### src/rtl/trace_pkg.sv
// Shared definitions for the commit trace unit: stream tags, serializer
// states and record-width helpers.
package trace_pkg;

   localparam logic [1:0] TAG_PC    = 2'd0;
   localparam logic [1:0] TAG_INSTR = 2'd1;
   localparam logic [1:0] TAG_HDR   = 2'd2;
   localparam logic [1:0] TAG_DATA  = 2'd3;

   localparam int DEF_DATA_W = 32;
   localparam int DEF_RIDX_W = 5;

   // A record is {pc, instr, wb_seen, wb_idx, wb_data}
   localparam int REC_W = 3*DEF_DATA_W + DEF_RIDX_W + 1;

   typedef enum logic [2:0] {
      IDLE,
      S_PC,
      S_INSTR,
      S_HDR,
      S_DATA
   } ser_state_t;

   // Record width for non-default parameterisations of the tracer
   function automatic int recWidth(input int dataW, input int ridxW);
      return 3*dataW + ridxW + 1;
   endfunction

endpackage

### src/rtl/trace_fifo.sv
// Record FIFO for the commit tracer. Pointers carry one extra bit so that
// full and empty can be told apart; a push while full is accepted when a
// pop happens in the same cycle. Exposes both the head entry and the entry
// behind it so the serializer can chain records without a bubble.
module trace_fifo
   import trace_pkg::*;
#(
   parameter int WIDTH = REC_W,
   parameter int DEPTH = 16
) (
   input  logic                     i_clk,
   input  logic                     i_reset,
   input  logic                     i_push,
   input  logic [WIDTH-1:0]         i_pushData,
   input  logic                     i_pop,
   output logic [WIDTH-1:0]         o_headData,
   output logic [WIDTH-1:0]         o_nextData,
   output logic                     o_full,
   output logic                     o_empty,
   output logic [$clog2(DEPTH):0]   o_count
);

   localparam int AW = $clog2(DEPTH);
   localparam logic [AW:0]   PTR_ONE = (AW+1)'(1);
   localparam logic [AW-1:0] IDX_ONE = AW'(1);

   logic [WIDTH-1:0] r_mem [DEPTH];
   logic [AW:0]      r_wrPtr;
   logic [AW:0]      r_rdPtr;
   logic             w_pushOk;
   logic             w_popOk;
   logic [AW-1:0]    w_rdIdxNext;

   assign o_count     = r_wrPtr - r_rdPtr;
   assign o_empty     = (r_wrPtr == r_rdPtr);
   assign o_full      = (r_wrPtr[AW] != r_rdPtr[AW]) &&
                        (r_wrPtr[AW-1:0] == r_rdPtr[AW-1:0]);
   assign w_popOk     = i_pop & ~o_empty;
   assign w_pushOk    = i_push & (~o_full | w_popOk);
   assign w_rdIdxNext = r_rdPtr[AW-1:0] + IDX_ONE;
   assign o_headData  = r_mem[r_rdPtr[AW-1:0]];
   assign o_nextData  = r_mem[w_rdIdxNext];

   // Storage array; contents need no reset because the pointers gate reads
   always_ff @(posedge i_clk) begin
      if (w_pushOk) begin
         r_mem[r_wrPtr[AW-1:0]] <= i_pushData;
      end
   end

   // Read and write pointers wrap naturally modulo 2*DEPTH
   always_ff @(posedge i_clk or posedge i_reset) begin
      if (i_reset) begin
         r_wrPtr <= '0;
         r_rdPtr <= '0;
      end else begin
         if (w_pushOk) begin
            r_wrPtr <= r_wrPtr + PTR_ONE;
         end
         if (w_popOk) begin
            r_rdPtr <= r_rdPtr + PTR_ONE;
         end
      end
   end

endmodule

### src/rtl/commit_trace_unit.sv
// Retirement tracer: detects commits on the rising edge of instr_change,
// bundles PC, instruction and the last register writeback into a record,
// buffers it and streams it out as four tagged words (PC, INSTR, HDR, DATA).
// Optional build macro TRACE_PC_FILTER_EN adds filter_lo/filter_hi ports and
// only records commits whose PC lies inside [filter_lo, filter_hi].
module commit_trace_unit
   import trace_pkg::*;
#(
   parameter int DATA_W = 32,
   parameter int RIDX_W = 5,
   parameter int DEPTH  = 16,
   parameter int CNT_W  = 16
) (
   input  logic              clk_in,
   input  logic              reset,
   input  logic              trace_en,
   input  logic              instr_change,
   input  logic [DATA_W-1:0] pc_in,
   input  logic [DATA_W-1:0] instr_in,
   input  logic              rf_we,
   input  logic [RIDX_W-1:0] rf_waddr,
   input  logic [DATA_W-1:0] rf_wdata,
`ifdef TRACE_PC_FILTER_EN
   input  logic [DATA_W-1:0] filter_lo,
   input  logic [DATA_W-1:0] filter_hi,
`endif
   output logic              out_valid,
   input  logic              out_ready,
   output logic [DATA_W-1:0] out_data,
   output logic [1:0]        out_tag,
   output logic              out_last,
   output logic              overflow,
   output logic [CNT_W-1:0]  commit_count,
   output logic [CNT_W-1:0]  drop_count
);

   localparam int REC_W_L = recWidth(DATA_W, RIDX_W);
   localparam int HOLD_W  = REC_W_L - DATA_W;
   localparam int AW      = $clog2(DEPTH);
   localparam int HDR_PAD = DATA_W - 1 - RIDX_W;
   localparam logic [AW:0]      CNT_ONE_REC = (AW+1)'(1);
   localparam logic [CNT_W-1:0] CNT_ONE     = CNT_W'(1);

   // Commit detection and writeback accumulator
   logic              r_icQ;
   logic              r_accSeen;
   logic [RIDX_W-1:0] r_accIdx;
   logic [DATA_W-1:0] r_accData;
   logic              w_commit;
   logic              w_wrValid;
   logic              w_wbSeen;
   logic [RIDX_W-1:0] w_wbIdx;
   logic [DATA_W-1:0] w_wbData;
   logic              w_pcPass;

   // FIFO interface
   logic               w_push;
   logic               w_pop;
   logic               w_drop;
   logic               w_full;
   logic               w_empty;
   logic [AW:0]        w_count;
   logic [REC_W_L-1:0] w_pushRec;
   logic [REC_W_L-1:0] w_headRec;
   logic [REC_W_L-1:0] w_nextFifoRec;
   logic [REC_W_L-1:0] w_nextRec;
   logic               w_nextAvail;

   // Serializer; the PC is presented straight into out_data on load, so the
   // holding register only keeps the remaining fields
   ser_state_t        r_state;
   logic [HOLD_W-1:0] r_hold;
   logic [DATA_W-1:0] w_holdInstr;
   logic              w_holdSeen;
   logic [RIDX_W-1:0] w_holdIdx;
   logic [DATA_W-1:0] w_holdWb;
   logic [DATA_W-1:0] w_hdrWord;
   logic [DATA_W-1:0] w_dataWord;

   assign w_commit  = instr_change & ~r_icQ;
   assign w_wrValid = rf_we & (rf_waddr != '0);

   // A write in the commit cycle itself is folded into the retiring record
   assign w_wbSeen  = w_wrValid | r_accSeen;
   assign w_wbIdx   = w_wrValid ? rf_waddr : r_accIdx;
   assign w_wbData  = w_wrValid ? rf_wdata : r_accData;

`ifdef TRACE_PC_FILTER_EN
   assign w_pcPass = (pc_in >= filter_lo) && (pc_in <= filter_hi);
`else
   assign w_pcPass = 1'b1;
`endif

   assign w_push    = w_commit & trace_en & w_pcPass;
   assign w_pushRec = {pc_in, instr_in, w_wbSeen, w_wbIdx, w_wbData};
   assign w_pop     = (r_state == S_DATA) & out_ready;
   assign w_drop    = w_push & w_full & ~w_pop;

   // When exactly one record remains and it is being popped, a same-cycle
   // push supplies the follow-on record directly so the stream has no gap
   assign w_nextAvail = (w_count > CNT_ONE_REC) ||
                        ((w_count == CNT_ONE_REC) && w_push);
   assign w_nextRec   = (w_count > CNT_ONE_REC) ? w_nextFifoRec : w_pushRec;

   assign w_holdWb    = r_hold[DATA_W-1:0];
   assign w_holdIdx   = r_hold[DATA_W +: RIDX_W];
   assign w_holdSeen  = r_hold[DATA_W+RIDX_W];
   assign w_holdInstr = r_hold[DATA_W+RIDX_W+1 +: DATA_W];
   assign w_hdrWord   = {w_holdSeen, {HDR_PAD{1'b0}}, w_holdIdx};
   assign w_dataWord  = w_holdSeen ? w_holdWb : '0;

   trace_fifo #(
      .WIDTH (REC_W_L),
      .DEPTH (DEPTH)
   ) u_fifo (
      .i_clk      (clk_in),
      .i_reset    (reset),
      .i_push     (w_push),
      .i_pushData (w_pushRec),
      .i_pop      (w_pop),
      .o_headData (w_headRec),
      .o_nextData (w_nextFifoRec),
      .o_full     (w_full),
      .o_empty    (w_empty),
      .o_count    (w_count)
   );

   // One-cycle history of instr_change for rising-edge commit detection
   always_ff @(posedge clk_in or posedge reset) begin
      if (reset) begin
         r_icQ <= 1'b0;
      end else begin
         r_icQ <= instr_change;
      end
   end

   // Last nonzero-index writeback since the previous commit; restarts after each commit
   always_ff @(posedge clk_in or posedge reset) begin
      if (reset) begin
         r_accSeen <= 1'b0;
         r_accIdx  <= '0;
         r_accData <= '0;
      end else if (w_commit) begin
         r_accSeen <= 1'b0;
         r_accIdx  <= '0;
         r_accData <= '0;
      end else if (w_wrValid) begin
         r_accSeen <= 1'b1;
         r_accIdx  <= rf_waddr;
         r_accData <= rf_wdata;
      end
   end

   // Commit counter wraps, drop counter saturates, overflow is sticky until reset
   always_ff @(posedge clk_in or posedge reset) begin
      if (reset) begin
         commit_count <= '0;
         drop_count   <= '0;
         overflow     <= 1'b0;
      end else begin
         if (w_commit) begin
            commit_count <= commit_count + CNT_ONE;
         end
         if (w_drop) begin
            overflow <= 1'b1;
            if (drop_count != '1) begin
               drop_count <= drop_count + CNT_ONE;
            end
         end
      end
   end

   // Serializer: loads the head record, walks PC/INSTR/HDR/DATA on each
   // handshake, pops on the DATA handshake and chains straight into the next record
   always_ff @(posedge clk_in or posedge reset) begin
      if (reset) begin
         r_state   <= IDLE;
         r_hold    <= '0;
         out_valid <= 1'b0;
         out_data  <= '0;
         out_tag   <= TAG_PC;
         out_last  <= 1'b0;
      end else begin
         case (r_state)
            IDLE: begin
               if (!w_empty) begin
                  r_state   <= S_PC;
                  r_hold    <= w_headRec[HOLD_W-1:0];
                  out_valid <= 1'b1;
                  out_data  <= w_headRec[HOLD_W +: DATA_W];
                  out_tag   <= TAG_PC;
                  out_last  <= 1'b0;
               end
            end
            S_PC: begin
               if (out_ready) begin
                  r_state  <= S_INSTR;
                  out_data <= w_holdInstr;
                  out_tag  <= TAG_INSTR;
               end
            end
            S_INSTR: begin
               if (out_ready) begin
                  r_state  <= S_HDR;
                  out_data <= w_hdrWord;
                  out_tag  <= TAG_HDR;
               end
            end
            S_HDR: begin
               if (out_ready) begin
                  r_state  <= S_DATA;
                  out_data <= w_dataWord;
                  out_tag  <= TAG_DATA;
                  out_last <= 1'b1;
               end
            end
            S_DATA: begin
               if (out_ready) begin
                  if (w_nextAvail) begin
                     r_state  <= S_PC;
                     r_hold   <= w_nextRec[HOLD_W-1:0];
                     out_data <= w_nextRec[HOLD_W +: DATA_W];
                     out_tag  <= TAG_PC;
                     out_last <= 1'b0;
                  end else begin
                     r_state   <= IDLE;
                     out_valid <= 1'b0;
                     out_data  <= '0;
                     out_tag   <= TAG_PC;
                     out_last  <= 1'b0;
                  end
               end
            end
            default: begin
               r_state <= IDLE;
            end
         endcase
      end
   end

endmodule

### config.mk
export PLATFORM = sky130hd
export DESIGN_NAME = commit_trace_unit
export DESIGN_NICKNAME = d
export VERILOG_FILES = /design/src/rtl/trace_pkg.sv /design/src/rtl/trace_fifo.sv /design/src/rtl/commit_trace_unit.sv
export SDC_FILE = /design/constraint.sdc
export NUM_CORES = 2
export LEC_CHECK = 0
export CORE_UTILIZATION = 45
export DETAILED_ROUTE_END_ITERATION = 8
export PLACE_DENSITY = 0.67
export SLEW_MARGIN = 20
export SYNTH_ARGS = -nofsm -noshare
export SYNTH_HDL_FRONTEND = slang
export SYNTH_SLANG_ARGS = --single-unit
### constraint.sdc
create_clock -name clk_in -period 16.02 [get_ports clk_in]
set_clock_uncertainty 0.05 [all_clocks]
set_input_delay 2.403 -clock clk_in [delete_from_list [all_inputs] [get_ports clk_in]]
set_output_delay 2.403 -clock clk_in [all_outputs]
set_load 0.01 [all_outputs]
# Word-level counts from Yosys, hierarchy flattened
# Memory sizes are Yosys's and may differ from the RTL's.
# Index checks and enable logic that the tools add are counted.
[classes]
addsub = 6
order_cmp = 1
eq_ne = 16
n_mux = 42
n_bitwise = 14
n_reduce_logical = 15
[op_table]
columns = ["op", "count"]
rows = [
  ["$mux W32", 9],
  ["$mux W70", 3],
  ["$pmux W32 S5", 1],
  ["$pmux W70 S2", 1],
  ["$mux W102", 1],
  ["$add A16 B1 Y16 const B", 2],
  ["$ne A16 B16 Y1 const B", 1],
  ["$mux W3", 5],
  ["$pmux W3 S5", 1],
  ["$ne A2 B2 Y1 const B", 7],
  ["$reduce_and A4 Y1", 3],
  ["$mux W1", 11],
  ["$add A5 B1 Y5 const B", 2],
  ["$mux W2", 5],
  ["$mux W5", 2],
  ["$pmux W2 S5", 1],
  ["$reduce_bool A5 Y1", 2],
  ["$and A1 B1 Y1", 8],
  ["$eq A3 B2 Y1 const B", 2],
  ["$reduce_and A6 Y1", 1],
  ["$eq A5 B1 Y1 const B", 1],
  ["$eq A5 B5 Y1", 1],
  ["$gt A5 B1 Y1 const B", 1],
  ["$reduce_and A5 Y1", 1],
  ["16 further kinds", 22],
]
[totals]
ff_bits = 191
ramBits = 1632
inputBits = 107
output_inout_bits = 69
n_memories = 1
[memory_table]
columns = ["name", "depth", "width", "rd", "rd_ports_with_merged_regs", "write_ports", "line", "rtl"]
rows = [
  ["u_fifo.r_mem", 16, 102, 2, 0, 1, "trace_fifo.sv:27", "logic [WIDTH-1:0] r_mem [DEPTH];"],
]

# Longest topological paths before layout
[logic_depth]
ltp_word = 8
ltp_mapped = 14

# Cells and area by module
# Synthesis repeated with hierarchy kept, for this count alone.
[unflattened]
hier_cells = 4659
hier_area_um2 = 84096.9
[by_module_without_submodules]
columns = ["mod", "n_inst", "cells_each", "area_each_um2", "seq_area_each_um2"]
rows = [
  ["trace_fifo", 1, 3537, 74128.6, 49257.2],
  ["commit_trace_unit", 1, 1122, 9968.3, 4529.3],
]

# Worst setup path before layout
# No wires, ideal clock.
[synth_timing]
kind = "input to register"
start = "in out_ready"
end = "mem u_fifo.r_mem[4][0] (netlist name), enable pin"
setup_time_ns = 0.688
arrival_time_ns = 10.242
slack_ns = 5.041
stages = 5
n_path_buf = 1
cell_sequence = "clkbuf_1 -> a211oi_1 -> nor2_1 -> nand2_1 -> nor3_1"
[synth_between]
elab_chain_len = 6
[synth_rtl]
columns = ["item", "line", "rtl"]
rows = [
  ["start, declared", "commit_trace_unit.sv:28", "input logic out_ready,"],
  ["$and A1 B1 Y1", "commit_trace_unit.sv:96", "assign w_pop = (r_state == S_DATA) & out_ready;"],
  ["$and A1 B1 Y1", "trace_fifo.sv:38", "assign w_popOk = i_pop & ~o_empty;"],
  ["$or A1 B1 Y1", "trace_fifo.sv:39", "assign w_pushOk = i_push & (~o_full | w_popOk);"],
  ["$and A1 B1 Y1", "trace_fifo.sv:39", ""],
  ["$mux W1", "trace_fifo.sv:46", "if (w_pushOk) begin"],
  ["$mux W1 (implied by the code)", "trace_fifo.sv:47", "r_mem[r_wrPtr[AW-1:0]] <= i_pushData;"],
  ["end, declared", "trace_fifo.sv:27", ""],
]
# Every way passes these cells.

# Final worst setup path
[layout_timing]
start = "in out_ready"
end = "mem u_fifo.r_mem[14][64] (netlist name), enable pin"
# Same word-level chain as after synthesis.

==> summary.md <==
| Metric | Value |
|---|---|
| Seq/Total Area, Yosys | 64.0% |
| GPL Wtd Cong | 0.797 |
| DRC Markers | 0 |
| Resize count post-CTS | 0 |
| DR iter-0 viols | 6013 |
| Fin nets | 4518 |
| P&R area growth vs syn | 13.0% |
| Max-slew violations | 0 |
| Most common cell after layout, fill and taps aside | edfxtp_1 |
| Worst EP required | 16.42 ns |
| Vias in the first global route | 47200 |
| Post-CTS Hold Buffers | 0 |
| Syn_area_per_cell | 19.8 um2 |
| Antenna-violating nets left | 0 |
| Worst path cell trace | clkdlybuf4s50_1 -> a211oi_1 -> nor2_1 -> and3_1 -> and2_4 -> buf_4 -> buf_4 |
| Main combinational cell family by area after synthesis | multiplexers |
| Clock tree buffer depth | 3 |
| Run status | finished, final reports clean |
| Final hold vios | 0 |
| DP HPWL | 127000 um |
| Commonest cells after routing, fill and taps aside | edfxtp_1, mux4_2, clkbuf_16 |
| Netlist cell types | 59 |
| Final WL | 233000 um |
| Final setup vio count | 0 |
| Mux cell area share after synthesis | 27.1% |
| Synth Instances | 4252 |
| Critical path capture point type | register |
| CTS Buf Count | 188 |
| Setup_tns | 0 ns |
| Initial antenna violation count | 26 |
| Maximum clock frequency | 167 MHz |
| Power per Cell Area | 185 nW/um2 |
| Vias | 46800 |
| Clk pin slew, worst setup/hold paths | 0.06 ns |
| Initial Util | 45.3% |
| Post-synth EDFFs | 1632 |
| Crit Path Category | primary input to register |
| Synth Area in Simple Gates | 2.29% |
| Worst-path maximum fanout | 40 |
| Root Driver | clkbuf_16 |
| TritonRoute pass-1 iters | 6 |
| Vias per cell | 6.64 |
| CTS tree | done |
| Max Cap Viol | 0 |
| Post-synthesis net count | 4371 |
| Postcts setup bufs | 0 |
| YS warnings | 0 |
| Synth Area in XOR/XNOR | 0.469% |
| Cell with the most instances on the worst path | buf_4 |
| Global-route wire length before repair | 337000 um |
| Die area | 189000 um2 |
| Clk sink count | 1823 |
| GR Util All Layers | 24.9% |
| Rows | 158 |
| Pin count of the biggest net entering global routing | 122 |
| Adder-cell share of the synthesized area | 0.188% |
| Chip width | 434 um |
| # IOs | 176 |
| IO Port Bufs | 175 |
| Slowest cell delay on critical path | 0.84 ns |
| Max stage delay cell, worst path | buf_4 |
| Unrepaired setup endpoints after global routing | no |
| Core footprint | 185000 um2 |
| Period utilization | 37.4% |
| GRT overflow | 0 |
| Mapped cell area | 84100 um2 |
| Slew @ Worst Pin | 1.17 ns |
| Synth Area in Compound Gates | 4.02% |
| Clock Latency Late Sink | 0.85 ns |
| Worst Path Arrival | 6.40 ns |
| Yosys reg bits | 1823 |
| Layout cells sized above 1 | 31.5% |
| Pleak | 30.5 nW |
| Max-slew headroom | 22.2% |
| Peak VDD IR | 0.243 mV |
| Tot Pwr | 0.0176 W |
| Fin crit period | 6.00 ns |
| HP Class | register to register |
| Critical Path Start Type | primary input |
| DIE HEIGHT | 434 um |
| Ys async rst share | 10.5% |
| Ys flop type | edfxtp_1 |
| CTS H-tree depth | 4 |
| Fill count | 14600 |
| DR WL/cell | 33.0 um |
report_power, final:
group          switching [W]  internal, W  leakage [nW]  total [W]
Clock                0.00187      0.00263          3.11    0.00450
Combinational        0.00378      0.00349          10.3    0.00727
Sequential          0.000342      0.00550          17.1    0.00584
cell usage after synthesis (3+ instances only):
| cell | instances | area [um2] |
|---|---|---|
| and3_1 | 30 | 188 |
| a221o_1 | 83 | 831 |
| a21oi_1 | 123 | 616 |
| nor3_1 | 15 | 75.1 |
| dfrtp_1 | 191 | 4780 |
| and2_1 | 9 | 56.3 |
| mux2_1 | 6 | 67.6 |
| o21ai_1 | 4 | 20.0 |
| o22ai_1 | 26 | 163 |
| ha_1 | 11 | 138 |
| xor2_1 | 17 | 149 |
| a221oi_1 | 13 | 114 |
| mux2_2 | 118 | 1330 |
| nand4_1 | 13 | 81.3 |
| mux4_2 | 874 | 19700 |
| inv_1 | 18 | 67.6 |
| nand3_1 | 10 | 50.1 |
| a31oi_1 | 11 | 68.8 |
| buf_1 | 41 | 154 |
| buf_2 | 133 | 666 |
| or2_2 | 3 | 18.8 |
| edfxtp_1 | 1632 | 49000 |
| nand2b_1 | 9 | 56.3 |
| buf_4 | 20 | 150 |
| o21ai_0 | 19 | 95.1 |
| a211oi_1 | 78 | 586 |
| a22oi_1 | 83 | 623 |
| a32oi_1 | 5 | 43.8 |
| nand2_1 | 89 | 334 |
| a22o_1 | 9 | 78.8 |
| nor2b_1 | 105 | 657 |
| buf_6 | 7 | 78.8 |
| clkbuf_1 | 128 | 480 |
| nor2_1 | 92 | 345 |
| mux2i_1 | 172 | 1720 |
| xnor2_1 | 28 | 245 |
area by class of cell:
type	instances	area [um2]	share of cell area, %
diodes	9	22.5	0.0237
clock buffers	249	5140	5.41
clock inverters	104	1230	1.29
inverters	20	85.1	0.0896
multi-input cells	2079	28900	30.4
flip-flops and latches	1823	53800	56.7
well taps	2480	3100	3.27
repair buffers	287	2680	2.82
worst max-delay path, delay by kind of cell:
kind                   cells  cell delay [ns]
AND/OR/NAND/NOR            3             1.29
AO/OA/AOI/OAI              1             0.20
buffers and inverters      3             2.37
sequential cells by signal, indices dropped and copies added, names as in the netlist:
| register | flops |
|---|---|
| commit_count | 16 |
| u_fifo.r_mem | 1632 |
| r_state | 3 |
| u_fifo.r_rdPtr | 5 |
| overflow | 1 |
| out_valid | 1 |
| out_data | 32 |
| u_fifo.r_wrPtr | 5 |
| r_hold | 70 |
| out_tag | 2 |
| r_accData | 32 |
| r_icQ | 1 |
| drop_count | 16 |
| out_last | 1 |
| r_accIdx | 5 |
| r_accSeen | 1 |
logic make-up after synthesis:
family / count (synthesis)
AO/OA/AOI/OAI: 468
XOR/XNOR: 45
adder cells (fa/ha/maj): 12
buffers and inverters: 350
flip-flops: 1823
multiplexers: 1170
AND/OR/NAND/NOR: 384
metrics by stage:
stage          cell area, um2  hold WS [ns]  util, %  worst slack, ns  std cells
2_1_floorplan           84100         0.398        -             5.04       4252
3_3_place_gp            88600         0.404     47.8             9.18       6689
3_5_place_dp            88600         0.411     47.8             9.20       6689
4_1_cts                 94900         0.419     51.2             9.94       7042
5_1_grt                 95000         0.428     51.2             9.78       7050
6_report                95000         0.412     51.2            10.02       7051
metal layers:
metal  track usage (%)  vias up  part of all wire (%)
met5                 0        -                 0.049
met4              9.34       20                   3.5
met3              4.70      431                   9.2
met2              39.8     2560                    49
met1              34.0    25200                    39
li1                  -    18600                     -
final timing paths:
kind / startpoint / to / slack, ns / cells after the start
setup / recovery: out_ready / u_fifo.r_mem[14][64]$_DFFE_PP_ / 10.02 / 7
hold / removal: commit_count[15]$_DFFE_PP0P_ / commit_count[15]$_DFFE_PP0P_ / 0.41 / 1
setup reg to reg: u_fifo.r_rdPtr[1]$_DFFE_PP0P_ / r_hold[17]$_DFFE_PP0P_ / 10.12 / 10
hold reg to reg: commit_count[15]$_DFFE_PP0P_ / commit_count[15]$_DFFE_PP0P_ / 0.41 / 1
max in group asynchronous: reset / r_hold[60]$_DFFE_PP0P_ / 12.23 / 3
min in group asynchronous: reset / commit_count[6]$_DFFE_PP0P_ / 2.03 / 2
No activity file was read; power rests on OpenSTA's default activity.
